File: config.mk
export PLATFORM = sky130hd
export DESIGN_NAME = semaforo
export DESIGN_NICKNAME = d
export VERILOG_FILES = /design/src/rtl/semaforo_pkg.sv /design/src/rtl/semaforo_timer.sv /design/src/rtl/semaforo.sv
export SDC_FILE = /design/constraint.sdc
export NUM_CORES = 1
export LEC_CHECK = 0
export BUFFER_PORTS_ARGS = -buffer_cell sky130_fd_sc_hd__buf_4
export CORE_UTILIZATION = 40
export DETAILED_ROUTE_END_ITERATION = 7
export SLEW_MARGIN = 20
export SYNTH_ARGS = -nofsm -noshare
export SYNTH_HDL_FRONTEND = slang
export SYNTH_SLANG_ARGS = --single-unit
File: constraint.sdc
create_clock -name clk -period 4.5 [get_ports clk]
set_clock_uncertainty 0.15 [all_clocks]
set_input_delay 0.9 -clock clk [delete_from_list [all_inputs] [get_ports clk]]
set_output_delay 0.9 -clock clk [all_outputs]
set_load 0.01 [all_outputs]
File: src/rtl/semaforo_pkg.sv
// Shared types and constants for the two-way traffic-light controller:
// phase encoding, lamp encodings and default phase durations.
package semaforo_pkg;

   typedef enum logic [1:0] {
      A_GREEN  = 2'd0,
      A_YELLOW = 2'd1,
      B_GREEN  = 2'd2,
      B_YELLOW = 2'd3
   } estado_t;

   localparam logic [2:0] LUZ_VERDE    = 3'b001;
   localparam logic [2:0] LUZ_AMARELO  = 3'b010;
   localparam logic [2:0] LUZ_VERMELHO = 3'b100;

   localparam logic [7:0] VERDE_DEF    = 8'd3;
   localparam logic [7:0] AMARELO_DEF  = 8'd3;
   localparam logic [7:0] VERMELHO_DEF = 8'd3;

endpackage

File: src/rtl/semaforo_timer.sv
// 8-bit loadable phase down-counter with a zero flag; it holds at zero
// until the next load.
module semaforo_timer #(
   parameter logic [7:0] RST_VAL = 8'd0
) (
   input  logic       clk,
   input  logic       rst,
   input  logic       load,
   input  logic [7:0] val,
   output logic       zero
);

   logic [7:0] cnt_r;

   // load on phase entry, otherwise count down and stick at zero
   always_ff @(posedge clk or posedge rst) begin
      if (rst) begin
         cnt_r <= RST_VAL;
      end else if (load) begin
         cnt_r <= val;
      end else if (cnt_r != 8'd0) begin
         cnt_r <= cnt_r - 8'd1;
      end else begin
         cnt_r <= cnt_r;
      end
   end

   assign zero = (cnt_r == 8'd0);

endmodule

File: src/rtl/semaforo.sv
// Two-way traffic-light controller: Moore FSM over four phases, a request
// latch that shortens road A's green, and a phase timer.
module semaforo
   import semaforo_pkg::*;
#(
   parameter logic [7:0] VERDE    = VERDE_DEF,
   parameter logic [7:0] AMARELO  = AMARELO_DEF,
   parameter logic [7:0] VERMELHO = VERMELHO_DEF
) (
   input  logic       clk,
   input  logic       rst,
   input  logic       bt,
   output logic [2:0] A,
   output logic [2:0] B
);

   generate
      if (VERDE == 8'd0 || AMARELO == 8'd0 || VERMELHO == 8'd0) begin : g_param_err
         $error("semaforo: phase durations must be in 1..255");
      end
   endgenerate

   estado_t    state_r;
   estado_t    nxt_s;
   logic       req_r;
   logic       load_s;
   logic [7:0] val_s;
   logic       zero_s;

   semaforo_timer #(
      .RST_VAL (VERDE - 8'd1)
   ) u_timer (
      .clk  (clk),
      .rst  (rst),
      .load (load_s),
      .val  (val_s),
      .zero (zero_s)
   );

   // next phase and timer reload; a pending or live request cuts A green short
   always_comb begin
      nxt_s  = state_r;
      load_s = 1'b0;
      val_s  = 8'd0;
      case (state_r)
         A_GREEN: begin
            if (bt || req_r || zero_s) begin
               nxt_s  = A_YELLOW;
               load_s = 1'b1;
               val_s  = AMARELO - 8'd1;
            end else begin
               nxt_s  = A_GREEN;
            end
         end
         A_YELLOW: begin
            if (zero_s) begin
               nxt_s  = B_GREEN;
               load_s = 1'b1;
               val_s  = VERMELHO - 8'd1;
            end else begin
               nxt_s  = A_YELLOW;
            end
         end
         B_GREEN: begin
            if (zero_s) begin
               nxt_s  = B_YELLOW;
               load_s = 1'b1;
               val_s  = AMARELO - 8'd1;
            end else begin
               nxt_s  = B_GREEN;
            end
         end
         B_YELLOW: begin
            if (zero_s) begin
               nxt_s  = A_GREEN;
               load_s = 1'b1;
               val_s  = VERDE - 8'd1;
            end else begin
               nxt_s  = B_YELLOW;
            end
         end
         default: begin
            nxt_s  = A_GREEN;
            load_s = 1'b1;
            val_s  = VERDE - 8'd1;
         end
      endcase
   end

   // phase register
   always_ff @(posedge clk or posedge rst) begin
      if (rst) begin
         state_r <= A_GREEN;
      end else begin
         state_r <= nxt_s;
      end
   end

   // request latch: remembers presses outside A green until A yellow starts
   always_ff @(posedge clk or posedge rst) begin
      if (rst) begin
         req_r <= 1'b0;
      end else if (state_r == A_GREEN && nxt_s == A_YELLOW) begin
         req_r <= 1'b0;
      end else if (bt && state_r != A_GREEN) begin
         req_r <= 1'b1;
      end else begin
         req_r <= req_r;
      end
   end

   // lamp decode from the phase only; unknown phases fall back to A green
   always_comb begin
      A = LUZ_VERDE;
      B = LUZ_VERMELHO;
      case (state_r)
         A_GREEN:  begin A = LUZ_VERDE;    B = LUZ_VERMELHO; end
         A_YELLOW: begin A = LUZ_AMARELO;  B = LUZ_VERMELHO; end
         B_GREEN:  begin A = LUZ_VERMELHO; B = LUZ_VERDE;    end
         B_YELLOW: begin A = LUZ_VERMELHO; B = LUZ_AMARELO;  end
         default:  begin A = LUZ_VERDE;    B = LUZ_VERMELHO; end
      endcase
   end

endmodule

==> results.yml, run 1 <==
clock_network:
  cts_hold_buf: 0
  root_buffer: "clkbuf_4"
  cts_tree: "built"
  cts_made_buffers: 3
  cts_resized: 0
  cts.path.max_buffers: 2
  clock_latency_ns: 0.27
  cts_max_level: 1
  post_cts_buffers: 0
  cts_sinks: 11
  clk_pin_slew_ns: 0.07
placed_design:
  gp_congestion: 0.768
  hpwl_um: 857
  io_buffers: 8
worst_setup_path:
  crit_family: "flip-flops"
  reg2reg_from: "u_timer.cnt_r[0]$_DFFE_PP0P_"
  endpoint: "A[0]"
  worst-path-buf-inv: 2
  path_cells: "or2_2 -> inv_1 -> buf_4"
  critPathKind: "reg2out"
  crit_path_max_incr_delay_ns: 0.44
  r2r_slack_ns: 2.41
  worstSetupEndpointType: "output pin"
  arrival_ns: 1.29
  required_ns: 3.45
  worstSetupStartpointType: "flip-flop"
  cp_num_cells: 3
  slowest_stage: "dfrtp_1"
  r2r_cells: 5
  worstPathMaxFanout: 6
  crit_start: "state_r[1]$_DFF_PP0_"
  reg2reg_to: "state_r[1]$_DFF_PP0_"
global_route:
  grt_max_degree: 12
  antenna_found_initial: 0
  grt_pass1_vias: 401
  grt-ovfl-total: 0
  grt_util_all_layers_pct: 18.7
  grt_first_pass_wirelength_um: 1840
flow_run:
  cap_viol_max_count: 0
die:
  die_area_mm2: 0.00158
  die_h_um: 39.7
  core-area_mm2: 0.00132
  ioPinCount: 9
  start_util_pct: 43.2
  die_w_um: 39.7
  rows: 13
synth:
  ys_seq_elements: 11
  synth_edf_count: 0
  synth_top_area_share_pct: 44.0
  yosys_warnings: 0
  synth-async-reset-ratio_pct: 100
  yosys-top-cells-count: "dfrtp_1 (10), nor2_1 (9), inv_1 (7), a21oi_1 (5)"
  yosysMostFrequentCell: "dfrtp_1"
  netlist_instances: 62
  synth_flop_cell: "dfrtp_1"
  yosysUniqueCellTypes: 27
  seq_area_frac_synth_pct: 48.6
  synthTopCellsByArea: "dfrtp_1 (44%), nor2_1 (5.9%), dfstp_2 (4.6%)"
  synth_area_um2: 569
  syn_nets: 66
  synth_top_area_cell: "dfrtp_1"
  synth.avg_cell_area_um2: 9.18
sta:
  maxSlewViolCount: 0
  finalSetupTns_ns: 0
  setup_viol: 0
  finalHoldViolCount: 0
  rsz0062_at_grt: "false"
  worstMarginPinSlew_ns: 0.423
  period_needed_ns: 2.34
  fin_crit_sh_pct: 52.1
  slew_headroom_pct: 71.6
  timing.fmax_mhz: 427
hold_path:
  hold_class: "reg2reg"
  worstHoldStart: "u_timer.cnt_r[0]$_DFFE_PP0P_"
drt:
  ant_nets: 0
  drc_errors: 0
  drt_iter0_drc: 19
  vias: 484
  dr.pass1.iters: 4
  wl_per_cell_um: 13.9
  viasPerCell: 5.56
  wl_um: 1210
pwr:
  leakagePower_nw: 0.315
  finalPower_mw: 0.514
  p_per_area_mw_per_mm2: 770
  ir_worst_vdd_mv: 0.341
finish:
  syn_to_final_growth_pct: 17.1
  diodes: 0
  drive_above_1_share_pct: 20.8
  nFillCells: 128
  multi_input_comb_area_um2: 259
  register_area_um2: 277
  fin_nets: 77
run_status:
  status: "complete, no violations"
## final cells by class
cell class                 count  share of cell area, %
timing repair buffer           8                   9.01
inverter                       7                   3.94
multi-input combinational     42                   38.8
clock buffer                   4                   3.94
sequential                    11                   41.5
tap                           15                   2.81
## power by group
part | internal (mW) | total, mW | switching, mW
Sequential | 0.149 | 0.202 | 0.0538
Combinational | 0.115 | 0.244 | 0.129
Clock | 0.0343 | 0.0670 | 0.0327
Total | 0.298 | 0.514 | 0.215
## metrics by stage
step	utilization, %	worst slack [ns]	instances	hold WS (ns)	instance area [um^2]
6_report	50.6	2.16	87	0.380	667
2_1_floorplan	-	2.51	62	0.335	569
5_1_grt	50.6	2.10	87	0.420	667
4_1_cts	50.6	2.14	87	0.388	667
3_5_place_dp	48.6	2.46	83	0.375	641
3_3_place_gp	48.6	2.46	83	0.355	641
## cells by family after synthesis
logic type / after synthesis / share of synthesized area [%]
simple gates: 24 / 24.0
compound gates: 16 / 17.8
flops: 11 / 48.6
buf+inv: 9 / 5.94
xor+xnor: 1 / 1.54
fa+ha+maj: 1 / 2.20
## worst min-delay path by stage
stage                                              end  depth (start not counted)  slack (ns)
final                     u_timer.cnt_r[0]$_DFFE_PP0P_                          1        0.38
after global routing              state_r[0]$_DFF_PP0_                          1        0.42
after CTS                 u_timer.cnt_r[0]$_DFFE_PP0P_                          1        0.39
after detailed placement  u_timer.cnt_r[0]$_DFFE_PP0P_                          1        0.38
after global placement    u_timer.cnt_r[0]$_DFFE_PP0P_                          1        0.35
after floorplan           u_timer.cnt_r[0]$_DFFE_PP0P_                          1        0.33
## registers in the layout, summed over array words and instances (netlist names)
name,flops
req_r,1
u_timer.cnt_r,8
state_r,2
## placed cells by master (no fill, tap or decap), drive strengths merged, types with 2 or more instances in the layout
cell,netlist,final
clkbuf,2,4
buf,0,8
dfrtp,10,10
o31ai,2,2
inv,7,7
nor2,9,9
o21ai,3,3
nand4,2,2
a21oi,5,5
or4,2,2
or3,3,3
## worst register-to-register path: stages (launching register included)
cell	delay (ns)
dfrtp_1	0.43
inv_1	0.08
ha_1	0.26
or4b_4	0.52
or3_1	0.38
xnor2_1	0.15
## routing by layer
layer | track usage, % | share of wire, % | vias to the layer above
met5 | 0 | 0 | -
met4 | 12.9 | 1.3 | 0
met3 | 3.41 | 3.5 | 2
met2 | 24.2 | 48 | 14
met1 | 27.1 | 48 | 227
li1 | - | - | 241
No activity file was read; power rests on OpenSTA's default activity.
==> run 2, diff against run 1 <==
ABC_AREA = 1   (was unset)
clock period = 2.13 ns   (was 4.5 ns; I/O delays follow)
==> results.yml, run 2 <==
pwr:
  ir_worst_vdd_mv: 0.722
  leakagePower_nw: 0.353
  p_per_area_mw_per_mm2: 1550
clock_network:
  root_buffer: "clkbuf_4"
  cts_tree: "built"
  cts_made_buffers: 3
  cts_resized: 0
  cts_max_level: 1
  post_cts_buffers: 0
  clk_pin_slew_ns: 0.07
  cts_sinks: 11
  clock_latency_ns: 0.27
  cts_hold_buf: 0
  cts.path.max_buffers: 2
synth:
  seq_area_frac_synth_pct: 47.1
  yosys-mux-area-fraction_pct: 0
  ys_seq_elements: 11
  synth_top_area_cell: "dfrtp_1"
  synth_fa_ha_area_share_pct: 2.13
  synth_xor_area_share_pct: 2.99
  yosys_warnings: 0
  synth_edf_count: 0
  synth-simple-area-share_pct: 32.0
  netlist_instances: 74
  yosysMostFrequentCell: "nand2_1"
  synth_top_family_by_area: "simple AND/OR/NAND/NOR gates"
  syn_nets: 78
  synth_flop_cell: "dfrtp_1"
  synth.avg_cell_area_um2: 7.93
  synth_compound_area_share_pct: 8.10
  synth_top_area_share_pct: 42.6
  synth-async-reset-ratio_pct: 100
  yosysUniqueCellTypes: 21
  yosys-top-cells-count: "nand2_1 (17), nor2_1 (14), dfrtp_1 (10), inv_1 (10), nor2_2 (3)"
  synth_area_um2: 587
  synthTopCellsByArea: "dfrtp_1 (43%), nand2_1 (11%), nor2_1 (9.0%)"
placed_design:
  gp_congestion: 0.778
  io_buffers: 8
  hpwl_um: 781
sta:
  worstMarginPinSlew_ns: 0.420
  finalHoldViolCount: 10
  timing.fmax_mhz: 624
  slew_headroom_pct: 71.9
  period_needed_ns: 1.60
  rsz0062_at_grt: "false"
  setup_viol: 0
  hold_slack_ns: -0.00885
  fin_crit_sh_pct: 75.2
  maxSlewViolCount: 0
  finalSetupTns_ns: 0
die:
  die_w_um: 40.3
  die_area_mm2: 0.00162
  die_h_um: 40.3
  ioPinCount: 9
  start_util_pct: 44.0
  core-area_mm2: 0.00133
  rows: 13
finish:
  drive_above_1_share_pct: 24.7
  register_area_um2: 277
  fin_nets: 90
  diodes: 0
  final_cell_mix: "nand2_1 (17), nor2_1 (14), inv_1 (10), dfrtp_1 (10), buf_4 (8)"
  largest-register: "u_timer.cnt_r"
  multi_input_comb_area_um2: 265
  syn_to_final_growth_pct: 17.3
  largest_reg_flops: 8
  largestRegisters: "u_timer.cnt_r (8), state_r (2), req_r (1)"
  final_common_cell: "nand2_1"
  nFillCells: 131
worst_setup_path:
  worstPathMaxFanout: 6
  worstSetupStartpointType: "flip-flop"
  arrival_ns: 1.03
  required_ns: 1.55
  critPathKind: "reg2out"
  worstSetupEndpointType: "output pin"
run_status:
  status: "complete, but fails checks"
  violations: "negative hold slack"
global_route:
  grt_util_all_layers_pct: 16.3
  grt_max_degree: 12
  antenna_found_initial: 0
  grt-ovfl-total: 0
  grt_first_pass_wirelength_um: 1670
  grt_pass1_vias: 422
drt:
  dr.pass1.iters: 4
  viasPerCell: 4.66
  wl_um: 1030
  drc_errors: 0
  wl_per_cell_um: 10.3
  ant_nets: 0
  vias: 466
  drt_iter0_drc: 11
flow_run:
  cap_viol_max_count: 0
hold_path:
  hold_class: "in2async"
## run 2: cell types whose count changed after synthesis, moves of 3 or more
cell / change
inv_1: +3
nand2_1: +16
a21oi_1: -4
nor2_1: +5
or3_1: -3
nor2_2: +3
## run 2: layout make-up
cell class	instances	area share, %
tap	15	2.73
sequential	11	40.2
clock buffer	4	3.82
inverter	11	6.00
timing repair buffer	8	8.73
multi-input combinational	51	38.5
## run 2: per-stage QoR
step                      power [mW]  cells  setup WS, ns  instance area, um^2  utilization [%]
final                           1.07    100         0.528                  688             51.6
after global routing            1.17    100         0.453                  688             51.6
after detailed placement       0.929     96         0.649                  662             49.6
after floorplan                0.777     74         0.761                  587                -
after CTS                       1.08    100         0.520                  688             51.6
after global placement         0.923     96         0.672                  662             49.6
## run 2: logic make-up after synthesis
family / after synthesis
simple gates: 42
buf+inv: 12
flops: 11
compound gates: 6
xor+xnor: 2
fa+ha+maj: 1
## run 2: routing by layer
layer | wire (um) | GRT usage (%) | up-vias
met3 | 49 | 5.00 | 5
met1 | 459 | 17.0 | 201
li1 | - | - | 250
met5 | 0 | 0 | -
met4 | 36 | 10.0 | 0
met2 | 482 | 28.2 | 10
## run 2: worst paths after layout
kind,from,endpoint,slack [ns],cells past startpoint
max in group asynchronous,rst,u_timer.cnt_r[1]$_DFFE_PP1P_,1.51,2
worst min register to register,u_timer.cnt_r[0]$_DFFE_PP0P_,u_timer.cnt_r[0]$_DFFE_PP0P_,0.27,1
worst max-delay path,state_r[1]$_DFF_PP0_,A[0],0.53,2
worst max register to register,u_timer.cnt_r[0]$_DFFE_PP0P_,u_timer.cnt_r[6]$_DFFE_PP0P_,0.63,7
worst min-delay path,rst,u_timer.cnt_r[4]$_DFFE_PP0P_,-0.009,2
min in group clk,bt,req_r$_DFFE_PP0P_,0.25,3
## run 2: critical path, stage by stage (launching register included)
cell and delay, ns:
dfrtp_1 0.44, nor2_2 0.18, buf_4 0.14
## run 2: where the power goes
part           switching, mW  leakage [nW]  internal, mW
Clock                 0.0712        0.0150        0.0727
Sequential            0.0993         0.128         0.315
Combinational          0.295         0.210         0.212
